File: src/rtl/serial_link_pkg.sv
// Shared types and constants for the serial link credit logic.
package serial_link_pkg;

  localparam int NumCredits      = 8;
  localparam int NumVirtChannels = 2;

  // Width of a VC index; a single-VC link still gets a 1-bit field.
  function automatic int vc_width(input int num_vc);
    return (num_vc > 1) ? $clog2(num_vc) : 1;
  endfunction

  // Credit count from 0 up to and including NumCredits.
  typedef logic [$clog2(NumCredits+1)-1:0] credit_t;
  typedef logic [vc_width(NumVirtChannels)-1:0] vc_id_t;

  // Credit-return handshake: IDLE picks a VC, HOLD freezes it until accepted.
  typedef enum logic {
    RetIdle = 1'b0,
    RetHold = 1'b1
  } ret_state_e;

endpackage

File: src/rtl/serial_link_vc_credit_cnt.sv
// Per-VC credit bookkeeping: transmit credits available and receive
// credits pending return to the peer. Both saturate at NumCredits and
// flag an overflow pulse instead of wrapping.
module serial_link_vc_credit_cnt
  import serial_link_pkg::credit_t;
#(
  parameter int NumCredits = serial_link_pkg::NumCredits
) (
  input  logic    clk_i,
  input  logic    rst_ni,
  input  logic    flush_i,
  input  logic    tx_take_i,
  input  logic    cr_add_i,
  input  credit_t cr_num_i,
  input  logic    consume_i,
  input  logic    ret_done_i,
  output credit_t avail_o,
  output credit_t pending_o,
  output logic    ovf_o
);

  localparam int SumW = $bits(credit_t) + 1;
  typedef logic [SumW-1:0] sum_t;

  localparam sum_t    MaxSum = sum_t'(NumCredits);
  localparam credit_t MaxCr  = credit_t'(NumCredits);

  credit_t avail_q, avail_d;
  credit_t pending_q, pending_d;
  sum_t    avail_sum;
  logic    avail_ovf, pend_ovf;

  // Next-state arithmetic for both counters.
  // NOTE: every variable driven here gets a default first so no path leaves it unassigned (no latch).
  always_comb begin
    avail_sum = sum_t'(avail_q)
              + (cr_add_i ? sum_t'(cr_num_i) : sum_t'(0))
              - sum_t'(tx_take_i);
    avail_ovf = (avail_sum > MaxSum);
    avail_d   = avail_ovf ? MaxCr : credit_t'(avail_sum);

    pending_d = pending_q;
    pend_ovf  = 1'b0;
    if (ret_done_i) begin
      // Everything pending went out; a same-cycle consume starts the next batch.
      pending_d = consume_i ? credit_t'(1) : credit_t'(0);
    end else if (consume_i) begin
      if (pending_q == MaxCr) pend_ovf = 1'b1;
      else                    pending_d = pending_q + credit_t'(1);
    end
  end

  // Counter registers; flush acts like reset.
  // NOTE: sequential state uses non-blocking assignments so all flops update together at the edge.
  always_ff @(posedge clk_i or negedge rst_ni) begin
    if (!rst_ni) begin
      avail_q   <= MaxCr;
      pending_q <= '0;
    end else if (flush_i) begin
      avail_q   <= MaxCr;
      pending_q <= '0;
    end else begin
      avail_q   <= avail_d;
      pending_q <= pending_d;
    end
  end

  assign avail_o   = avail_q;
  assign pending_o = pending_q;
  assign ovf_o     = avail_ovf | pend_ovf;

endmodule

File: src/rtl/serial_link_vc_credit_ctrl.sv
// Virtual-channel credit controller for the serial link.
// Tracks transmit credits per VC, collects freed receive entries and
// returns them to the peer round-robin over a valid/ready channel.
// Optional: SERIAL_LINK_CREDIT_STATS_EN adds per-VC stall cycle counters.
module serial_link_vc_credit_ctrl
  import serial_link_pkg::credit_t;
  import serial_link_pkg::vc_width;
#(
  parameter int  NumVC       = 2,
  parameter int  NumCredits  = serial_link_pkg::NumCredits,
  parameter int  ForceThresh = NumCredits - 1,
  localparam int VcW         = vc_width(NumVC)
) (
  input  logic                   clk_i,
  input  logic                   rst_ni,
  input  logic                   flush_i,
  input  logic                   tx_valid_i,
  input  logic [VcW-1:0]         tx_vc_i,
  output logic                   tx_ready_o,
  input  logic                   rx_cr_valid_i,
  input  logic [VcW-1:0]         rx_cr_vc_i,
  input  credit_t                rx_cr_num_i,
  input  logic [NumVC-1:0]       rx_consume_i,
  output logic                   cr_ret_valid_o,
  input  logic                   cr_ret_ready_i,
  output logic [VcW-1:0]         cr_ret_vc_o,
  output credit_t                cr_ret_num_o,
  output logic                   cr_ret_force_o,
  output credit_t [NumVC-1:0]    avail_o,
  output logic                   err_o,
  output logic [NumVC-1:0][31:0] stall_cnt_o
);

  import serial_link_pkg::ret_state_e;
  import serial_link_pkg::RetIdle;
  import serial_link_pkg::RetHold;

  logic [NumVC-1:0]    tx_take, cr_add, ret_done, ovf;
  credit_t [NumVC-1:0] avail, pending;

  ret_state_e     state_q, state_d;
  logic [VcW-1:0] hold_vc_q, rr_q, sel_vc;
  logic           any_pend, ret_hs, err_q;

  // Ready reflects the registered credit count of the addressed VC.
  always_comb begin
    tx_ready_o = 1'b0;
    for (int v = 0; v < NumVC; v++) begin
      if (tx_vc_i == VcW'(v)) tx_ready_o = (avail[v] != '0);
    end
  end

  assign ret_hs = cr_ret_valid_o & cr_ret_ready_i;

  for (genvar v = 0; v < NumVC; v++) begin : g_vc
    assign tx_take[v]  = tx_valid_i & tx_ready_o & (tx_vc_i == VcW'(v));
    assign cr_add[v]   = rx_cr_valid_i & (rx_cr_vc_i == VcW'(v));
    assign ret_done[v] = ret_hs & (cr_ret_vc_o == VcW'(v));

    serial_link_vc_credit_cnt #(
      .NumCredits (NumCredits)
    ) u_cnt (
      .clk_i      (clk_i),
      .rst_ni     (rst_ni),
      .flush_i    (flush_i),
      .tx_take_i  (tx_take[v]),
      .cr_add_i   (cr_add[v]),
      .cr_num_i   (rx_cr_num_i),
      .consume_i  (rx_consume_i[v]),
      .ret_done_i (ret_done[v]),
      .avail_o    (avail[v]),
      .pending_o  (pending[v]),
      .ovf_o      (ovf[v])
    );
  end

  // Round-robin pick of the first VC with pending credits, starting at rr_q.
  always_comb begin
    int idx;
    sel_vc   = '0;
    any_pend = 1'b0;
    for (int i = 0; i < NumVC; i++) begin
      idx = int'(rr_q) + i;
      if (idx >= NumVC) idx = idx - NumVC;
      if (!any_pend && pending[idx] != '0) begin
        any_pend = 1'b1;
        sel_vc   = VcW'(idx);
      end
    end
  end

  // Return FSM: once offered and stalled, the VC is frozen until accepted.
  always_comb begin
    state_d        = state_q;
    cr_ret_valid_o = 1'b0;
    cr_ret_vc_o    = '0;
    case (state_q)
      RetIdle: begin
        cr_ret_valid_o = any_pend;
        cr_ret_vc_o    = sel_vc;
        if (any_pend && !cr_ret_ready_i) state_d = RetHold;
      end
      RetHold: begin
        cr_ret_valid_o = 1'b1;
        cr_ret_vc_o    = hold_vc_q;
        if (cr_ret_ready_i) state_d = RetIdle;
      end
      default: state_d = RetIdle;
    endcase
  end

  // The count only grows while held, so the offered value never shrinks.
  assign cr_ret_num_o = pending[cr_ret_vc_o];

  // Force an early return once any VC has piled up ForceThresh credits.
  always_comb begin
    cr_ret_force_o = 1'b0;
    for (int v = 0; v < NumVC; v++) begin
      if (pending[v] >= credit_t'(ForceThresh)) cr_ret_force_o = 1'b1;
    end
  end

  // FSM, held VC, round-robin pointer and sticky error.
  always_ff @(posedge clk_i or negedge rst_ni) begin
    if (!rst_ni) begin
      state_q   <= RetIdle;
      hold_vc_q <= '0;
      rr_q      <= '0;
      err_q     <= 1'b0;
    end else if (flush_i) begin
      state_q   <= RetIdle;
      hold_vc_q <= '0;
      rr_q      <= '0;
      err_q     <= 1'b0;
    end else begin
      state_q <= state_d;
      if (state_q == RetIdle && state_d == RetHold) hold_vc_q <= sel_vc;
      if (ret_hs) begin
        rr_q <= (cr_ret_vc_o == VcW'(NumVC - 1)) ? '0 : cr_ret_vc_o + VcW'(1);
      end
      err_q <= err_q | (|ovf);
    end
  end

  assign avail_o = avail;
  assign err_o   = err_q;

`ifdef SERIAL_LINK_CREDIT_STATS_EN
  logic [NumVC-1:0][31:0] stall_q;

  // Count cycles a VC wants to send but has no credit; saturates.
  always_ff @(posedge clk_i or negedge rst_ni) begin
    if (!rst_ni) begin
      stall_q <= '0;
    end else if (flush_i) begin
      stall_q <= '0;
    end else begin
      for (int v = 0; v < NumVC; v++) begin
        if (tx_valid_i && !tx_ready_o && tx_vc_i == VcW'(v) && stall_q[v] != '1) begin
          stall_q[v] <= stall_q[v] + 32'd1;
        end
      end
    end
  end

  assign stall_cnt_o = stall_q;
`else
  assign stall_cnt_o = '0;
`endif

endmodule
File: config.mk
export PLATFORM = sky130hd
export DESIGN_NAME = serial_link_vc_credit_ctrl
export DESIGN_NICKNAME = d
export VERILOG_FILES = /design/src/rtl/serial_link_pkg.sv /design/src/rtl/serial_link_vc_credit_cnt.sv /design/src/rtl/serial_link_vc_credit_ctrl.sv
export SDC_FILE = /design/constraint.sdc
export NUM_CORES = 1
export LEC_CHECK = 0
export CORE_ASPECT_RATIO = 1.1
export CORE_MARGIN = 2
export CORE_UTILIZATION = 43
export CTS_CLUSTER_DIAMETER = 120
export CTS_CLUSTER_SIZE = 14
export DETAILED_ROUTE_END_ITERATION = 16
export GPL_TIMING_DRIVEN = 0
export PLACE_DENSITY = 0.81
export REMOVE_ABC_BUFFERS = 1
export SLEW_MARGIN = 20
export SYNTH_ARGS = -nofsm -noshare
export SYNTH_HDL_FRONTEND = slang
export SYNTH_SLANG_ARGS = --single-unit
File: constraint.sdc
create_clock -name clk_i -period 3.3 [get_ports clk_i]
set_clock_uncertainty 0.15 [all_clocks]
set_input_delay 0.33 -clock clk_i [delete_from_list [all_inputs] [get_ports clk_i]]
set_output_delay 0.33 -clock clk_i [all_outputs]
set_load 0.01 [all_outputs]
==> results of run 1 <==
==> how the worst max path moves through the flow <==
stage / start / endpoint / slack [ns] / cells after the start
CTS: g_vc[0].u_cnt.pending_o[0]$_DFFE_PN0P_ / cr_ret_num_o[2] / 0.01 / 5
global route: g_vc[0].u_cnt.avail_o[1]$_DFF_PN0_ / err_o$_DFF_PN0_ / 0.04 / 12
global placement: g_vc[0].u_cnt.pending_o[0]$_DFFE_PN0P_ / cr_ret_num_o[3] / -0.0002 / 5
detailed placement: g_vc[0].u_cnt.pending_o[0]$_DFFE_PN0P_ / cr_ret_num_o[2] / -0.03 / 5
finish: g_vc[0].u_cnt.pending_o[0]$_DFFE_PN0P_ / cr_ret_num_o[2] / 0.20 / 5
floorplan: g_vc[0].u_cnt.avail_o[1]$_DFF_PN0_ / g_vc[0].u_cnt.avail_o[0]$_DFF_PN0_ / 0.58 / 12
==> cells by family (layout without fill, tap and decap cells) <==
group | Yosys count | count (layout) | synth area share
buffers and inverters | 98 | 64 | 0.288
AND/OR/NAND/NOR | 77 | 77 | 0.196
AO/OA/AOI/OAI | 30 | 30 | 0.0912
flip-flops | 20 | 20 | 0.237
adder cells (fa/ha/maj) | 22 | 22 | 0.137
multiplexers | 5 | 5 | 0.0247
other | 1 | 64 | 0.00176
XOR/XNOR | 6 | 6 | 0.0247
==> critical path: cells and delay by family (launching register included) <==
family                 cells  cell delay (ns)
buffers and inverters      1             0.48
muxes                      1             0.41
and+or+nand+nor            2             0.55
DFF                        1             0.46
AOI/OAI and AO/OA          1             0.48
==> state kept, by name, indices dropped and copies added, names as in the netlist <==
| register | cells |
|---|---|
| g_vc.u_cnt.pending_o | 8 |
| err_o | 1 |
| g_vc.u_cnt.avail_o | 8 |
| state_q | 1 |
| hold_vc_q | 1 |
| rr_q | 1 |
==> layer usage <==
| metal | track usage | wire, um | up-vias |
|---|---|---|---|
| li1 | - | - | 783 |
| met1 | 0.154 | 1440 | 736 |
| met5 | 0 | 0 | - |
| met4 | 0.0245 | 26 | 0 |
| met2 | 0.272 | 2140 | 62 |
| met3 | 0.0182 | 219 | 6 |
==> where the power goes <==
part / internal, mW / switching (mW) / total (mW) / leakage, nW
sequential: 0.295 / 0.0416 / 0.337 / 0.264
combinational: 0.355 / 0.400 / 0.755 / 0.898
clock: 0.0856 / 0.0748 / 0.160 / 0.0228
==> stage by stage <==
stage	std cells	TNS [ns]	power (mW)	util
global placement	340	-0.000167	1.06	0.473
finish	344	0	1.25	0.486
global route	344	0	1.38	0.486
floorplan	254	0	0.852	-
CTS	344	0	1.27	0.484
detailed placement	340	-0.0387	1.10	0.473
==> area by class of cell <==
| class | instances | area, um^2 | area share |
|---|---|---|---|
| Sequential cell | 20 | 503 | 0.220 |
| Timing Repair Buffer | 30 | 300 | 0.131 |
| Clock buffer | 4 | 45.0 | 0.0197 |
| Inverter | 30 | 113 | 0.0492 |
| Tap cell | 56 | 70.1 | 0.0306 |
| Multi-Input combinational cell | 204 | 1260 | 0.550 |
==> Yosys cell counts (all sizes together) <==
cell type  count
xnor2          2
o21ai          6
or2            2
a211oi         3
a311oi         1
buf           66
and3b          1
nand2b         4
nand3b         1
and2           5
nor2          19
nor2b          3
and3           4
nand4          3
a31oi          3
xor2           4
fa             2
nand3          4
or2b           1
dfrtp         18
a21oi         10
nand2         14
o31ai          2
o21a           1
mux2i          3
mux2           2
or4            2
a211o          2
inv           30
conb           1
a21o           2
nor3           6
clkbuf         2
ha            20
nor4           5
nor3b          3
dfstp          2
==> repair_timing <==
action / CTS / global route
resized for setup: 1 / 1
buffers inserted: 0 / 0
setup endpoints to repair: 5 / 4
==> metrics.md, run 1 <==
| Metric | Value |
|---|---|
| DRC | 0 |
| Endpoint class of the critical path | output pin |
| Worst slack at placement | -0.0271 ns |
| Max Root-Sink Buffers | 2 |
| Antenna Cells | 0 |
| CTS tree | yes |
| Rel. slew slack | 0.411 |
| Hold WS | 0.423 ns |
| Dominant cell type by area after synthesis | buf_4 |
| Post-Synthesis Cells | 259 |
| Area contributors post-synth | buf_4 23%, dfrtp_1 21%, ha_1 12%, inv_1 5.3%, nor2_1 3.4% |
| CP Class | register to output pin |
| Initial Utilization | 0.451 |
| Filler instances | 446 |
| DR WL/cell | 11.1 um |
| Slowest CP cell | o31ai_4 |
| Total die area | 5520 um^2 |
| CP cell instances | nor4_4 -> nor2_1 -> o31ai_4 -> mux2_2 -> clkdlybuf4s50_1 |
| Period minus WS final | 3.10 ns |
| Final WL | 3830 um |
| Max-slew violation count | 0 |
| Critical path required time | 2.82 ns |
| GRT Util Overall | 0.137 |
| Final setup fails | 0 |
| Crit path launch type | register |
| CORE AREA | 4720 um^2 |
| Vias in the first global route | 1450 |
| Synth top area share | 0.230 |
| Post-route cell area | 2290 um^2 |
| First-pass GRT wire length | 6270 um |
| Max Cap Viol | 0 |
| Post-DP Area | 2230 um^2 |
| Pin count of the biggest net entering global routing | 21 |
| Routed vias/inst | 4.61 |
| Die span in x | 71.0 um |
| Synthesis-to-finish area growth | 7.77% |
| Worst vdd ir | 0.225 mV |
| Commonest non-fill, non-tap cell in the layout | conb_1 |
| Maximum clock rate | 322 MHz |
| Final Hold Fails | 0 |
| FP Rows | 26 |
| Reg2Reg Setup Slack | 0.27 ns |
| Worst path max stage delay | 0.48 ns |
| Routability Congestion | 0.837 |
| CP max FO | 11 |
| Num ports | 95 |
| Register area share after synthesis | 0.237 |
| Remaining Overflow, GRT | 0 |
| HP Class | primary input to asynchronous set/reset pin |
| Clock Latency Late Sink | 0.25 ns |
| TritonCTS Buffers | 3 |
| Seq cells post-synth | 20 |
| PD cells | 547 nW/um^2 |
| Mapped Area | 2130 um^2 |
| Leakage power | 1.18 nW |
| Initial antenna violation count | 0 |
| Tightest Pin Transition | 0.881 ns |
| Period utilisation layout | 0.940 |
| ANT nets after route | 0 |
| Vias | 1587 |
| Clk root buf | clkbuf_8 |
| Avg Cell Area, Syn | 8.21 um^2 |
| Chip height | 77.7 um |
| RR Startpoint | g_vc[0].u_cnt.avail_o[1]$_DFF_PN0_ |
| Clock slew at reported path FFs | 0.08 ns |
| Crit path DAT | 2.62 ns |
| FF-to-FF path depth | 12 |
| # clock sinks | 20 |
| Final #Nets | 325 |
| Share of cells above drive strength 1 | 0.0486 |
| Most frequent cells in the layout | 64 x conb_1, 30 x inv_1, 30 x clkdlybuf4s50_1 |
| RSZ-0062 raised after global routing | false |
| DRT iter0 DRCs | 31 |
| Yosys cell types | 43 |
| Cts hold-fix bufs | 0 |
| R2r endpoint | g_vc[0].u_cnt.avail_o[2]$_DFF_PN0_ |
| Yosys warns | 0 |
| Placed wire-length estimate | 3260 um |
| Status | completed |
| CTS H-Tree Depth | 1 |
| PortBufs | 30 |
| Final WS setup | 0.197 ns |
| Drt first pass iters | 4 |
No activity file was read; power rests on OpenSTA's default activity.
==> inputs of run 2 (changes only) <==
--- a/config.mk
+++ b/config.mk
@@ -6,7 +6,7 @@
 export NUM_CORES = 1
 export LEC_CHECK = 0
 export CORE_ASPECT_RATIO = 1.1
-export CORE_MARGIN = 2
+export CORE_MARGIN = 3
 export CORE_UTILIZATION = 43
 export CTS_CLUSTER_DIAMETER = 120
 export CTS_CLUSTER_SIZE = 14
@@ -14,6 +14,7 @@
 export GPL_TIMING_DRIVEN = 0
 export PLACE_DENSITY = 0.81
 export REMOVE_ABC_BUFFERS = 1
+export SETUP_SLACK_MARGIN = 0.2
 export SLEW_MARGIN = 20
 export SYNTH_ARGS = -nofsm -noshare
 export SYNTH_HDL_FRONTEND = slang
==> run 2 against run 1 <==
  * Setup slack improved by 0.089 ns
  * Routed wire length rose by 4.2%
  * Fmax rose by 3.0%
  * Total power rose by 6.4%
  * Die area rose by 5.5%
  * Largest cell class unchanged
  * Combinational power rose by 7.5%
  * Largest power group unchanged
  * Flip-flop and latch count did not move
  * Count of clock-buffer cells in the layout did not move
  * Design area rose by 3.6%
  * First-iteration DRC count rose by 74%
  * Non-clock buffer count rose by 5
  * Sequential power barely moved
==> metrics.md, run 2 (synthesis gave the netlist of run 1 again) <==
| Metric | Value |
|---|---|
| Setup crit end | cr_ret_num_o[3] (was cr_ret_num_o[2]) |
| Leakage power | 1.22 nW (was 1.18 nW) |
| Maximum clock rate | 332 MHz (was 322 MHz) |
| Drt first pass iters | 7 (was 4) |
| DRC | 0 (unchanged) |
| Endpoint class of the critical path | output pin (unchanged) |
| Commonest non-fill, non-tap cell in the layout | conb_1 (unchanged) |
| Power Total | 1.33 mW (was 1.25 mW) |
| Rel. slew slack | 0.405 (was 0.411) |
| First-pass GRT wire length | 6150 um (was 6270 um) |
| Crit path launch type | register (unchanged) |
| PortBufs | 30 (unchanged) |
| RSZ-0062 raised after global routing | false (unchanged) |
| Worst path bufs/invs | 1 (unchanged) |
| Chip height | 79.7 um (was 77.7 um) |
| CTS H-Tree Depth | 1 (unchanged) |
| Clock slew at reported path FFs | 0.07 ns (was 0.08 ns) |
| Period utilisation layout | 0.913 (was 0.940) |
| Cell depth of the worst setup path | 5 (unchanged) |
| Antenna Cells | 0 (unchanged) |
| Most frequent cells in the layout | 64 x conb_1, 30 x inv_1, 30 x clkdlybuf4s50_1 (unchanged) |
| Crit path DAT | 2.53 ns (was 2.62 ns) |
| Initial antenna violation count | 0 (unchanged) |
| Final #Nets | 330 (was 325) |
| Cts hold-fix bufs | 0 (unchanged) |
| Final Hold Fails | 0 (unchanged) |
| Max Cap Viol | 0 (unchanged) |
| Final setup fails | 0 (unchanged) |
| CP top delay family | simple AND/OR/NAND/NOR gates (unchanged) |
| CORE AREA | 4720 um^2 (unchanged) |
| DRT iter0 DRCs | 54 (was 31) |
| TritonCTS Buffers | 3 (unchanged) |
| FF-to-FF path depth | 12 (unchanged) |
| Routed vias/inst | 4.55 (was 4.61) |
| Vias in the first global route | 1355 (was 1450) |
| CP cell instances | nor4_4 -> nor2_1 -> o31ai_4 -> mux2_2 -> clkdlybuf4s50_1 (unchanged) |
| RR Startpoint | g_vc[0].u_cnt.avail_o[3]$_DFF_PN1_ (was g_vc[0].u_cnt.avail_o[1]$_DFF_PN0_) |
| Worst path max stage delay | 0.49 ns (was 0.48 ns) |
| CP max FO | 7 (was 11) |
| GRT Util Overall | 0.134 (was 0.137) |
| ANT nets after route | 0 (unchanged) |
| Post-route cell area | 2370 um^2 (was 2290 um^2) |
| Worst vdd ir | 0.197 mV (was 0.225 mV) |
| Placed wire-length estimate | 3190 um (was 3260 um) |
| Num ports | 95 (unchanged) |
| HP Class | register to register (was primary input to asynchronous set/reset pin) |
| Remaining Overflow, GRT | 0 (unchanged) |
| Period minus WS final | 3.01 ns (was 3.10 ns) |
| Critical path required time | 2.82 ns (about the same) |
| DR WL/cell | 11.4 um (was 11.1 um) |
| Routability Congestion | 0.800 (was 0.837) |
| Final WL | 3990 um (was 3830 um) |
| Initial Utilization | 0.451 (unchanged) |
| Die span in x | 73.0 um (was 71.0 um) |
| Slowest CP cell | clkdlybuf4s50_1 (was o31ai_4) |
| Max Root-Sink Buffers | 2 (unchanged) |
| Area of the multi-input gates | 1290 um^2 (was 1260 um^2) |
| Max-slew violation count | 0 (unchanged) |
| Hold WS | 0.413 ns (was 0.423 ns) |
| Clock Latency Late Sink | 0.25 ns (about the same) |
| Filler instances | 440 (was 446) |
| Total die area | 5820 um^2 (was 5520 um^2) |
| CP Class | register to output pin (unchanged) |
| Synthesis-to-finish area growth | 11.6% (was 7.77%) |
| Post-DP Area | 2230 um^2 (unchanged) |
| Share of cells above drive strength 1 | 0.0887 (was 0.0486) |
| Clk root buf | clkbuf_8 (unchanged) |
| Pin count of the biggest net entering global routing | 21 (unchanged) |
| Reg area | 503 um^2 (unchanged) |
| CTS tree | yes (unchanged) |
| Setup crit start | g_vc[0].u_cnt.pending_o[3]$_DFFE_PN0P_ (was g_vc[0].u_cnt.pending_o[0]$_DFFE_PN0P_) |
| Status | completed (unchanged) |
| PD cells | 562 nW/um^2 (was 547 nW/um^2) |
| Tightest Pin Transition | 0.889 ns (was 0.881 ns) |
| Reg2Reg Setup Slack | 0.30 ns (was 0.27 ns) |
| # clock sinks | 20 (unchanged) |
| FP Rows | 26 (unchanged) |
| R2r endpoint | err_o$_DFF_PN0_ (was g_vc[0].u_cnt.avail_o[2]$_DFF_PN0_) |
| Vias | 1588 (was 1587) |
==> run 2: what timing repair did <==
item,in CTS,in global routing
gates resized for setup,2,6
endpoints found under the hold margin,0,0
buffers inserted,2,3
endpoints found under the setup margin,5,7
pin swaps,1,2
==> run 2: through the flow <==
stage                     instances  setup WS [ns]  utilization  setup TNS (ns)
after floorplan                 254          0.576            -               0
after global placement          340         0.0110        0.473               0
after detailed placement        340         -0.139        0.473          -0.283
after CTS                       346          0.219        0.491               0
after global routing            349          0.154        0.503               0
final                           349          0.287        0.503               0
==> run 2: worst min-delay path by stage <==
| stage | startpoint | to | slack, ns | cells after the start |
|---|---|---|---|---|
| 3_5_place_dp | rr_q$_DFFE_PN0P_ | rr_q$_DFFE_PN0P_ | 0.40 | 2 |
| 6_report | rr_q$_DFFE_PN0P_ | rr_q$_DFFE_PN0P_ | 0.41 | 2 |
| 5_1_grt | rr_q$_DFFE_PN0P_ | rr_q$_DFFE_PN0P_ | 0.45 | 2 |
| 2_1_floorplan | rst_ni | err_o$_DFF_PN0_ | -0.12 | 0 |
| 4_1_cts | rr_q$_DFFE_PN0P_ | rr_q$_DFFE_PN0P_ | 0.41 | 2 |
| 3_3_place_gp | rr_q$_DFFE_PN0P_ | rr_q$_DFFE_PN0P_ | 0.38 | 2 |
==> run 2: area by class of cell <==
class / instances / area share
Timing Repair Buffer: 35 / 0.142
Multi-Input combinational cell: 204 / 0.545
Clock buffer: 4 / 0.0232
Inverter: 30 / 0.0475
Tap cell: 56 / 0.0295
Sequential cell: 20 / 0.212
==> run 2: worst register-to-register path, cell delays in order (launching register included) <==
cell      delay (ns)
dfstp_2         0.56
nor4_2          0.06
nor3b_1         0.22
ha_1            0.27
inv_1           0.06
ha_1            0.18
inv_1           0.06
fa_1            0.39
xnor2_1         0.16
nor3b_1         0.30
nor3_2          0.13
a311oi_2        0.22
a31oi_1         0.11
==> run 2: routing by layer <==
metal / share of wire / track usage
met1: 0.37 / 0.149
met2: 0.55 / 0.250
met3: 0.072 / 0.0353
met4: 0.0063 / 0.0277
met5: 0 / 0
==> run 2: where the power goes <==
group / switching [mW] / internal [mW] / leakage (nW)
Combinational: 0.430 / 0.383 / 0.927
Clock: 0.0756 / 0.106 / 0.0288
Sequential: 0.0434 / 0.295 / 0.264
Total: 0.549 / 0.784 / 1.22
==> inputs of run 3 (changes only) <==
--- a/config.mk
+++ b/config.mk
@@ -7,12 +7,13 @@
 export LEC_CHECK = 0
 export CORE_ASPECT_RATIO = 1.1
 export CORE_MARGIN = 3
-export CORE_UTILIZATION = 43
+export CORE_UTILIZATION = 44
+export CTS_BUF_LIST = sky130_fd_sc_hd__clkbuf_4
 export CTS_CLUSTER_DIAMETER = 120
 export CTS_CLUSTER_SIZE = 14
 export DETAILED_ROUTE_END_ITERATION = 16
 export GPL_TIMING_DRIVEN = 0
-export PLACE_DENSITY = 0.81
+export PLACE_DENSITY = 0.83
 export REMOVE_ABC_BUFFERS = 1
 export SETUP_SLACK_MARGIN = 0.2
 export SLEW_MARGIN = 20
==> run 3 against run 2 <==
  * Fmax rose by 0.66%
  * Design area rose by 0.74%
  * Sequential share of layout area shrank 0.051 points
  * Critical path depth increased by 2
  * First-iteration DRC count grew 61%
  * Non-clock buffer count rose by 1
  * Flip-flop and latch count is the same
  * Clock power increased by 13%
  * Utilization up 3.1 points
  * Hold slack worse by 0.053 ns
  * Setup slack better by 0.020 ns
  * Largest cell class unchanged
  * Largest power group unchanged
==> metrics.md, run 3 (synthesis gave the netlist of run 1 again) <==
| Metric | Value |
|---|---|
| Vias in the first global route | 1465 (was 1355) |
| PD cells | 587 nW/um^2 (was 562 nW/um^2) |
| DRC | 0 (unchanged) |
| Final Hold Fails | 0 (unchanged) |
| CP top delay family | buffers and inverters (was simple AND/OR/NAND/NOR gates) |
| ANT nets after route | 0 (unchanged) |
| PortBufs | 30 (unchanged) |
| DRT iter0 DRCs | 87 (was 54) |
| First-pass GRT wire length | 6380 um (was 6150 um) |
| Initial Utilization | 0.475 (was 0.451) |
| Post-route cell area | 2390 um^2 (was 2370 um^2) |
| Share of cells above drive strength 1 | 0.102 (was 0.0887) |
| Maximum clock rate | 334 MHz (was 332 MHz) |
| CP Class | register to output pin (unchanged) |
| Routed vias/inst | 4.75 (was 4.55) |
| Max Cap Viol | 0 (unchanged) |
| Routability Congestion | 0.772 (was 0.800) |
| Reg2Reg Setup Slack | 0.37 ns (was 0.30 ns) |
| Setup TNS | 0 ns (unchanged) |
| Max Root-Sink Buffers | 2 (unchanged) |
| FP Rows | 25 (was 26) |
| Slowest CP cell | clkdlybuf4s50_1 (unchanged) |
| CTS H-Tree Depth | 1 (unchanged) |
| Worst path bufs/invs | 2 (was 1) |
| Worst vdd ir | 0.231 mV (was 0.197 mV) |
| Final Core Density | 0.534 (was 0.503) |
| Cts hold-fix bufs | 0 (unchanged) |
| Leakage power | 1.22 nW (about the same) |
| Post-DP Area | 2230 um^2 (about the same) |
| Placed wire-length estimate | 3250 um (was 3190 um) |
| DR WL/cell | 11.8 um (was 11.4 um) |
| Hold WS | 0.360 ns (was 0.413 ns) |
| Busiest grt layer | met2 (unchanged) |
| Initial antenna violation count | 0 (unchanged) |
| Final WL | 4120 um (was 3990 um) |
| Clk root buf | clkbuf_4 (was clkbuf_8) |
| Final WS setup | 0.306 ns (was 0.287 ns) |
| TritonCTS Buffers | 3 (unchanged) |
| Tightest Pin Transition | 0.907 ns (was 0.889 ns) |
| Crit path DAT | 2.51 ns (was 2.53 ns) |
| Commonest non-fill, non-tap cell in the layout | conb_1 (unchanged) |
| CP max FO | 6 (was 7) |
| Drt first pass iters | 4 (was 7) |
| CP cell instances | nor4_4 -> nor2_1 -> o31ai_4 -> buf_4 -> nand2_1 -> o21ai_0 -> clkdlybuf4s50_1 (was nor4_4 -> nor2_1 -> o31ai_4 -> mux2_2 -> clkdlybuf4s50_1) |
| Endpoint class of the critical path | output pin (unchanged) |
| Most frequent cells in the layout | 64 x conb_1, 30 x inv_1, 30 x clkdlybuf4s50_1 (unchanged) |
| Vias | 1654 (was 1588) |
| Period utilisation layout | 0.907 (was 0.913) |
| Worst path max stage delay | 0.57 ns (was 0.49 ns) |
| GRT Util Overall | 0.137 (was 0.134) |
| Num ports | 95 (unchanged) |
| GR Layer Usage met1 | 0.153 (was 0.149) |
| HP Class | primary input to asynchronous set/reset pin (was register to register) |
| Worst slack at placement | 0.114 ns (was -0.139 ns) |
| Crit path launch type | register (unchanged) |
| Die span in x | 72.3 um (was 73.0 um) |
| Placed cell count | 338 (was 340) |
| Final setup fails | 0 (unchanged) |
| Power Total | 1.40 mW (was 1.33 mW) |
| RSZ-0062 raised after global routing | false (unchanged) |
| # clock sinks | 20 (unchanged) |
| M3 GR Usage | 0.0418 (was 0.0353) |
| M2 GR Usage | 0.249 (was 0.250) |
| Pin count of the biggest net entering global routing | 21 (unchanged) |
| Status | completed (unchanged) |
| Period minus WS final | 2.99 ns (was 3.01 ns) |
| Max-slew violation count | 0 (unchanged) |
| Chip height | 78.9 um (was 79.7 um) |
| Total die area | 5700 um^2 (was 5820 um^2) |
| CTS tree | yes (unchanged) |
| Clock Latency Late Sink | 0.31 ns (was 0.25 ns) |
| Remaining Overflow, GRT | 0 (unchanged) |
| CORE AREA | 4470 um^2 (was 4720 um^2) |
| Clock slew at reported path FFs | 0.12 ns (was 0.07 ns) |
| Filler instances | 426 (was 440) |
| Critical path required time | 2.82 ns (about the same) |
| Synthesis-to-finish area growth | 12.4% (was 11.6%) |
| Rel. slew slack | 0.394 (was 0.405) |
| Antenna Cells | 0 (unchanged) |
| Final #Nets | 331 (was 330) |
| Final Non-Filler Cells | 348 (was 349) |
-- run 3: what timing repair did --
action / 4_1_cts / 5_1_grt
gates cloned: 0 / 0
setup buffers: 3 / 3
resized for setup: 1 / 10
pin swaps: 2 / 7
setup endpoints to repair: 5 / 10
-- run 3: worst register-to-register path, stage by stage, from the launching register on --
cell	delay, ns
dfstp_2	0.60
nor4_4	0.06
nor3b_1	0.21
ha_1	0.26
inv_1	0.06
ha_1	0.17
inv_1	0.06
fa_1	0.39
xnor2_1	0.23
nor3b_2	0.08
nor3_2	0.30
nor3_2	0.10
and2_1	0.18
-- run 3: power by group --
group          total, mW  internal, mW  switching, mW
registers          0.347         0.296         0.0509
clock network      0.205         0.123         0.0821
logic              0.850         0.402          0.448
-- run 3: worst paths after layout --
check,from,to,depth (start not counted)
max in group asynchronous,rst_ni,g_vc[0].u_cnt.avail_o[1]$_DFF_PN0_,1
setup / recovery,g_vc[0].u_cnt.pending_o[0]$_DFFE_PN0P_,cr_ret_num_o[0],7
min in group clk_i,rr_q$_DFFE_PN0P_,rr_q$_DFFE_PN0P_,2
hold reg to reg,rr_q$_DFFE_PN0P_,rr_q$_DFFE_PN0P_,2
setup reg to reg,g_vc[0].u_cnt.avail_o[3]$_DFF_PN1_,g_vc[0].u_cnt.avail_o[0]$_DFF_PN0_,12
hold / removal,rst_ni,hold_vc_q$_DFFE_PN0P_,1
-- run 3: metal layers --
metal	vias up	wire [um]
met5	-	0
met4	0	33
met3	6	344
met2	69	2170
met1	784	1570
li1	795	-
-- run 3: final cells by class --
cell class | instances | area [um^2] | area share
Multi-Input combinational cell | 204 | 1310 | 0.547
Sequential cell | 20 | 505 | 0.212
Timing Repair Buffer | 36 | 345 | 0.145
Inverter | 30 | 113 | 0.0471
Tap cell | 54 | 67.6 | 0.0283
Clock inverter | 1 | 30.0 | 0.0126
Clock buffer | 3 | 22.5 | 0.00942
